--- config.mk ---
export PLATFORM = sky130hd
export DESIGN_NAME = exe_mdu
export DESIGN_NICKNAME = d
export VERILOG_FILES = /design/src/rtl/exe_mdu.sv
export SDC_FILE = /design/constraint.sdc
export NUM_CORES = 2
export LEC_CHECK = 0
export ABC_AREA = 1
export CORE_UTILIZATION = 44
export DETAILED_ROUTE_END_ITERATION = 8
export MAX_ROUTING_LAYER = met4
export SLEW_MARGIN = 5
export SYNTH_ARGS = -nofsm -noshare
export SYNTH_HDL_FRONTEND = slang
export SYNTH_SLANG_ARGS = --single-unit
--- constraint.sdc ---
create_clock -name clk -period 15.2 [get_ports clk]
set_input_delay 3.8 -clock clk [delete_from_list [all_inputs] [get_ports clk]]
set_output_delay 3.8 -clock clk [all_outputs]
set_load 0.005 [all_outputs]
--- src/rtl/exe_mdu.sv ---
// EXE-stage multi-cycle multiply/divide unit: 2-cycle split multiply, 32-cycle restoring divide.
// Define MDU_DIV_EARLY_EN to finish divides with |A| < |B| in a single cycle.
module exe_mdu #(
   parameter int DIV_CYCLES = 32
) (
   input  logic        clk,
   input  logic        resetn,
   input  logic [31:0] EXE_ResultA,
   input  logic [31:0] EXE_ResultB,
   input  logic [2:0]  EXE_MDUOp,
   input  logic        EXE_Valid,
   input  logic        EXE_Flush,
   output logic        MDU_Busy,
   output logic [31:0] MUL_Out,
   output logic        HILO_We,
   output logic [31:0] HI_Wdata,
   output logic [31:0] LO_Wdata
);
   localparam int CW = $clog2(DIV_CYCLES);
   localparam logic [2:0] OP_MUL = 3'd1, OP_MULT = 3'd2, OP_MULTU = 3'd3,
                          OP_DIV = 3'd4, OP_DIVU = 3'd5;

   typedef enum logic [2:0] {S_IDLE, S_MUL1, S_MUL2, S_DIV, S_DONE} state_t;

   state_t           state_q, state_d;
   logic [2:0]       op_q, op_d;
   logic [31:0]      a_q, a_d, b_q, b_d;
   logic [31:0]      quo_q, quo_d, rem_q, rem_d;
   logic [3:0][31:0] pp_q, pp_d;
   logic [CW-1:0]    cnt_q, cnt_d;
   logic [31:0]      mul_out_q, mul_out_d, hi_q, hi_d, lo_q, lo_d;
   logic             hilo_we_q, hilo_we_d;

   logic        in_mul, in_div, in_sgn, start;
   logic [31:0] in_a_mag;
`ifdef MDU_DIV_EARLY_EN
   logic [31:0] in_b_mag;
`endif
   logic        sgn, a_neg, b_neg;
   logic [31:0] a_mag, b_mag;
   logic [63:0] prod_mag, prod;
   logic [32:0] rem_sh, diff;
   logic        take;
   logic [31:0] rem_nx, quo_nx, q_fin, r_fin;

   always_comb begin
      in_mul   = EXE_MDUOp inside {OP_MUL, OP_MULT, OP_MULTU};
      in_div   = EXE_MDUOp inside {OP_DIV, OP_DIVU};
      in_sgn   = EXE_MDUOp == OP_DIV;
      in_a_mag = (in_sgn && EXE_ResultA[31]) ? -EXE_ResultA : EXE_ResultA;
`ifdef MDU_DIV_EARLY_EN
      in_b_mag = (in_sgn && EXE_ResultB[31]) ? -EXE_ResultB : EXE_ResultB;
`endif
      start    = EXE_Valid && (in_mul || in_div) && !EXE_Flush && state_q == S_IDLE;

      // Multiply and divide both work on magnitudes; the sign is restored at the end.
      sgn   = op_q inside {OP_MUL, OP_MULT, OP_DIV};
      a_neg = sgn && a_q[31];
      b_neg = sgn && b_q[31];
      a_mag = a_neg ? -a_q : a_q;
      b_mag = b_neg ? -b_q : b_q;

      prod_mag = 64'(pp_q[0]) + (64'(pp_q[1]) << 16) + (64'(pp_q[2]) << 16) + {pp_q[3], 32'd0};
      prod     = (a_neg ^ b_neg) ? -prod_mag : prod_mag;

      rem_sh = {rem_q, quo_q[31]};
      diff   = rem_sh - {1'b0, b_mag};
      take   = ~diff[32];
      rem_nx = take ? diff[31:0] : rem_sh[31:0];
      quo_nx = {quo_q[30:0], take};
      // Divide-by-zero reports the raw dividend, bypassing sign correction.
      q_fin  = (b_mag == 32'd0) ? 32'hFFFF_FFFF : ((a_neg ^ b_neg) ? -quo_nx : quo_nx);
      r_fin  = (b_mag == 32'd0) ? a_q : (a_neg ? -rem_nx : rem_nx);
   end

   always_comb begin
      state_d   = state_q;
      op_d      = op_q;
      a_d       = a_q;
      b_d       = b_q;
      quo_d     = quo_q;
      rem_d     = rem_q;
      pp_d      = pp_q;
      cnt_d     = cnt_q;
      mul_out_d = mul_out_q;
      hi_d      = hi_q;
      lo_d      = lo_q;
      hilo_we_d = 1'b0;
      case (state_q)
         S_IDLE: begin
            if (start) begin
               op_d = EXE_MDUOp;
               a_d  = EXE_ResultA;
               b_d  = EXE_ResultB;
               if (in_mul) begin
                  state_d = S_MUL1;
               end else begin
                  state_d = S_DIV;
                  quo_d   = in_a_mag;
                  rem_d   = 32'd0;
                  cnt_d   = '0;
`ifdef MDU_DIV_EARLY_EN
                  if (in_b_mag != 32'd0 && in_a_mag < in_b_mag) begin
                     state_d   = S_DONE;
                     lo_d      = 32'd0;
                     hi_d      = EXE_ResultA;
                     hilo_we_d = 1'b1;
                  end
`endif
               end
            end
         end
         S_MUL1: begin
            if (EXE_Flush) begin
               state_d = S_IDLE;
            end else begin
               pp_d[0] = 32'(a_mag[15:0]) * 32'(b_mag[15:0]);
               pp_d[1] = 32'(a_mag[15:0]) * 32'(b_mag[31:16]);
               pp_d[2] = 32'(a_mag[31:16]) * 32'(b_mag[15:0]);
               pp_d[3] = 32'(a_mag[31:16]) * 32'(b_mag[31:16]);
               state_d = S_MUL2;
            end
         end
         S_MUL2: begin
            if (EXE_Flush) begin
               state_d = S_IDLE;
            end else begin
               mul_out_d = prod[31:0];
               hi_d      = prod[63:32];
               lo_d      = prod[31:0];
               hilo_we_d = op_q != OP_MUL;
               state_d   = S_DONE;
            end
         end
         S_DIV: begin
            if (EXE_Flush) begin
               state_d = S_IDLE;
            end else begin
               quo_d = quo_nx;
               rem_d = rem_nx;
               cnt_d = cnt_q + CW'(1);
               if (cnt_q == CW'(DIV_CYCLES - 1)) begin
                  lo_d      = q_fin;
                  hi_d      = r_fin;
                  hilo_we_d = 1'b1;
                  state_d   = S_DONE;
               end
            end
         end
         S_DONE:  state_d = S_IDLE;
         default: state_d = S_IDLE;
      endcase
   end

   always_ff @(posedge clk) begin
      if (!resetn) begin
         state_q   <= S_IDLE;
         op_q      <= 3'd0;
         a_q       <= 32'd0;
         b_q       <= 32'd0;
         quo_q     <= 32'd0;
         rem_q     <= 32'd0;
         pp_q      <= '0;
         cnt_q     <= '0;
         mul_out_q <= 32'd0;
         hi_q      <= 32'd0;
         lo_q      <= 32'd0;
         hilo_we_q <= 1'b0;
      end else begin
         state_q   <= state_d;
         op_q      <= op_d;
         a_q       <= a_d;
         b_q       <= b_d;
         quo_q     <= quo_d;
         rem_q     <= rem_d;
         pp_q      <= pp_d;
         cnt_q     <= cnt_d;
         mul_out_q <= mul_out_d;
         hi_q      <= hi_d;
         lo_q      <= lo_d;
         hilo_we_q <= hilo_we_d;
      end
   end

   assign MDU_Busy = !EXE_Flush && (start || state_q inside {S_MUL1, S_MUL2, S_DIV});
   assign HILO_We  = hilo_we_q && !EXE_Flush;
   assign MUL_Out  = mul_out_q;
   assign HI_Wdata = hi_q;
   assign LO_Wdata = lo_q;
endmodule

# [Word-level counts from Yosys, hierarchy flattened]
# Index checks and enable logic that the tools add are counted.
[word_totals] reg_bits=364 in_bits=71
[classes] add_sub_neg=11 mul=4 n_eq_ne=19 mux=40 bitwise=3 reduce_logical=25
[op_table] operator="32-bit two-way mux" n=20
[op_table] operator="32-bit case mux with 2 select lines" n=4
[op_table] operator="32-bit negation" n=5
[op_table] operator="16-bit by 16-bit multiplier with 32-bit output" n=4
[op_table] operator="50-bit by 64-bit adder with 64-bit output" n=1
[op_table] operator="64-bit two-way mux" n=1
[op_table] operator="64-bit negation" n=1
[op_table] operator="49-bit by 48-bit adder with 50-bit output" n=1
[op_table] operator="32-bit by 48-bit adder with 49-bit output" n=1
[op_table] operator="33-bit by 32-bit subtractor with 33-bit output" n=1
[op_table] operator="32-bit logical NOT" n=1
[op_table] operator="3-bit by 2-bit equality test with 1-bit output (second input constant)" n=5
[op_table] operator="5-bit two-way mux" n=3
[op_table] operator="3-bit two-way mux" n=4
[op_table] operator="3-bit case mux with 4 select lines" n=1
[op_table] operator="2-bit != test (second input constant)" n=5
[op_table] operator="5-bit case mux with 2 select lines" n=1
[op_table] operator="3-bit by 1-bit equality test with 1-bit output (second input constant)" n=3
[op_table] operator="3-bit equality test (second input constant)" n=3
[op_table] operator="3-bit nonzero test" n=3
[op_table] operator="1-bit logical AND" n=8
[op_table] operator="2-bit AND reduction" n=4
[op_table] operator="4-bit AND reduction" n=2
[op_table] operator="2-bit nonzero test" n=3
[op_table] operator="other kinds (12)" n=17

# [Depth between registers and ports, before layout]
[depth] depth_word=12 depth_mapped=44

# [Worst setup path after synthesis]
# OpenSTA, ideal clock, no wires.
[synth_timing] kind="in2out" from="input EXE_Flush" to="output MDU_Busy" arrival_time_ps=4679 required_time_ps=11400 path_slack_ps=6721 stages=5 cell_sequence="nor2_1 -> inv_1 -> or2_1 -> nand2_1 -> a311oi_1"
[synth_between] elab_chain_len=5
[synth_rtl] item="start: declaration" line_no="12" text="input logic EXE_Flush,"
[synth_rtl] item="1-bit logical NOT *" line_no="54, 185"
[synth_rtl] item="1-bit logical AND (2 in series)" line_no="54" text="start = EXE_Valid && (in_mul || in_div) && !EXE_Flush && state_q == S_IDLE;"
[synth_rtl] item="1-bit logical OR" line_no="185" text="assign MDU_Busy = !EXE_Flush && (start || state_q inside {S_MUL1, S_MUL2, S_DIV});"
[synth_rtl] item="1-bit logical AND *" line_no="185"
[synth_rtl] item="end: declaration" line_no="13" text="output logic MDU_Busy,"
# Mark *: on every way between the ends. The rest lies on a longest branch, timed or not.

# [Final worst setup path]
# Ends and elaborated chain as after synthesis.

==> results_dict.tcl <==
set metrics [dict create \
    status "complete, no violations" \
    synth_ff_type "dfxtp_1" \
    cts_resized 0 \
    clkTransAtPathRegs_ns 0.06 \
    grt_max_degree 129 \
    cts_max_level 2 \
    min_path_type "reg -> reg" \
    yosys.area.top_type_share_pct 26.9 \
    rows 135 \
    routabilityCongestion 1.04 \
    end_kind "primary output" \
    cpMostUsedCell "clkdlybuf4s50_1" \
    cts_setup_buffers 0 \
    antenna_found_initial 8 \
    cts_hold_buf 0 \
    slowest_delay_ns 0.62 \
    top_layer_used "met4" \
    synth_seq_cells 364 \
    finalSetupViolCount 0 \
    fin_skew_ns 0.0251 \
    ant_nets 0 \
    ys_types 69 \
    drc 0 \
    grt_pass1_vias 56837 \
    layout.nets 9991 \
    path_buf_inv 4 \
    fmax_ghz 0.0993 \
    wirelength_met1_microns 95600 \
    path_cells "clkdlybuf4s50_1 > nor2_4 > buf_4 > inv_1 > or2_1 > nand2_1 > a311oi_1 > clkdlybuf4s50_1" \
    final_cell_mix "nand2_1 (1858), inv_1 (1716), nor2_1 (1038)" \
    die_w_microns 372 \
    finalHoldViolCount 0 \
    numCtsBuffers 48 \
    fin_crit_sh_pct 66.3 \
    cp_top_family "buffers and inverters" \
    crit_path_start_kind "primary input" \
    start_util_pct 44.4 \
    dieArea_sq_um 139000 \
    dr.pass1.iters 5 \
    dieHeight_microns 372 \
    drv_cap 0 \
    cp_slowest_cell "buf_4" \
    hpwl_microns 183000 \
    drt-wirelength-per-cell_microns 22.7 \
    nFillCells 13881 \
    root_buffer "clkbuf_16" \
    slew_viol_final 0 \
    final_common_cell "nand2_1" \
    finalWorstSetupSlack_ns 5.13 \
    area.growth.synth_to_final_pct 8.58 \
    cts_tree "done" \
    grt_use_total_pct 35.5 \
    grt-ovfl-total 0 \
    min_period_ns 10.07 \
    async_reset_ff_share_pct 0 \
    synthCells 8631 \
    finalSetupTns_ns 0 \
    wl_microns 237000 \
    rsz0062_at_grt "no" \
    via_per_inst 5.51 \
    cts.sinks 364 \
    drive_gt1_share_pct 3.87 \
    path_max_fanout 64 \
    arrival_ns 6.27 \
    worst_pin_slew_ns 1.22 \
    via_count 57538 \
    crit_type "in -> out" \
    slew_headroom_pct 18.5 \
    io_buffers 168 \
    yosysSeqAreaShare_pct 12.1 \
    synth_area_sq_um 60400 \
    ys_top_cells_by_area "fa_1 (27%), dfxtp_1 (12%), nand2_1 (12%)" \
    grt_pass1_wl_microns 356000 \
    cp.required_ns 11.40 \
    drt_iter0_drc 5480 \
    met2_length_microns 104000 \
    core_sq_um 136000 \
    synth_edf_count 0 \
    cts_buffer_depth 3 \
    synth_top_area_cell "fa_1" \
    pre_cts_ws_ns 5.16 \
    clk_latency_ns 0.64 \
    routed-wl-met3_microns 21300 \
    yosysWarnings 0 \
    syn_area_per_cell_sq_um 6.99 \
    synth_nets 10000 \
    boundaryPins 169 \
]
## worst paths after layout
kind / startpoint / cells after the start / to / slack [ns]
hold reg to reg: MUL_Out[0] / 2 / MUL_Out[0] / 0.45
hold / removal: MUL_Out[0] / 2 / MUL_Out[0] / 0.45
setup / recovery: EXE_Flush / 8 / MDU_Busy / 5.13
setup reg to reg: a_q[0] / 43 / pp_q[92] / 5.47
## metrics by stage
stage	hold WS (ns)	util, %	instance area [sq um]	cells
floorplan	0.440	-	60400	8631
global placement	0.437	47.0	63900	10353
detailed placement	0.442	47.0	63900	10353
CTS	0.451	48.2	65500	10440
global route	0.481	48.2	65500	10446
finish	0.446	48.3	65500	10449
## registers in the layout (all words and copies together), names as in the netlist
signal / count
cnt_q: 5
op_q: 3
state_q: 3
HI_Wdata: 32
hilo_we_q: 1
quo_q: 32
b_q: 32
pp_q: 128
LO_Wdata: 32
MUL_Out: 32
a_q: 32
rem_q: 32
## cells by family (layout without fill, tap and decap cells)
group                    Yosys count  after routing  synth area share [%]
buffers and inverters           2089           2117                  13.2
other                              0              9                     0
AND/OR/NAND/NOR                 3510           3510                  23.8
XOR/XNOR                         248            248                  3.77
flip-flops                       364            364                  12.1
adder cells (fa/ha/maj)         1298           1298                  37.0
AO/OA/AOI/OAI                   1122           1122                  10.1
## Yosys cell counts, drive strengths merged, types with 7 or more instances
master     n
nand4     77
xor2     184
o21ai    473
xnor2     64
a22oi     19
o211ai    32
a211oi     7
nor2    1058
a21o      10
o22ai     26
buf       60
a21boi    10
dfxtp    364
clkinv    13
nand2   1893
a21oi    465
o21bai    13
nand3b    29
fa       810
nor4      19
o31ai      9
clkbuf   269
or2       14
ha       488
nand3    327
a31oi     33
inv     1747
nor3      83
o221ai     7
## worst min-delay path, delay by kind of cell, from the launching register on
kind / cells / cell delay (ns)
flops: 1 / 0.31
buf+inv: 1 / 0.05
compound gates: 1 / 0.05
## layout make-up
cell class                      count  area, sq um  share of cell area [%]
Inverter                         1760         6620                    10.1
Timing Repair Buffer              270         2460                    3.75
Clock inverter                     24          314                   0.479
Antenna cell                        9         22.5                  0.0344
Tap cell                         1781         2230                    3.40
Clock buffer                       63         1320                    2.01
Sequential cell                   364         7290                    11.1
Multi-Input combinational cell   6178        45300                    69.1
## routing by layer
layer | vias up | track usage (%)
met5 | - | -
met4 | 0 | 20.3
met3 | 567 | 5.72
met2 | 2636 | 54.3
met1 | 27937 | 44.4
li1 | 26398 | -
Power is not shown: default switching activity piles up to over one toggle a cycle in this logic, so the estimate is an artifact.
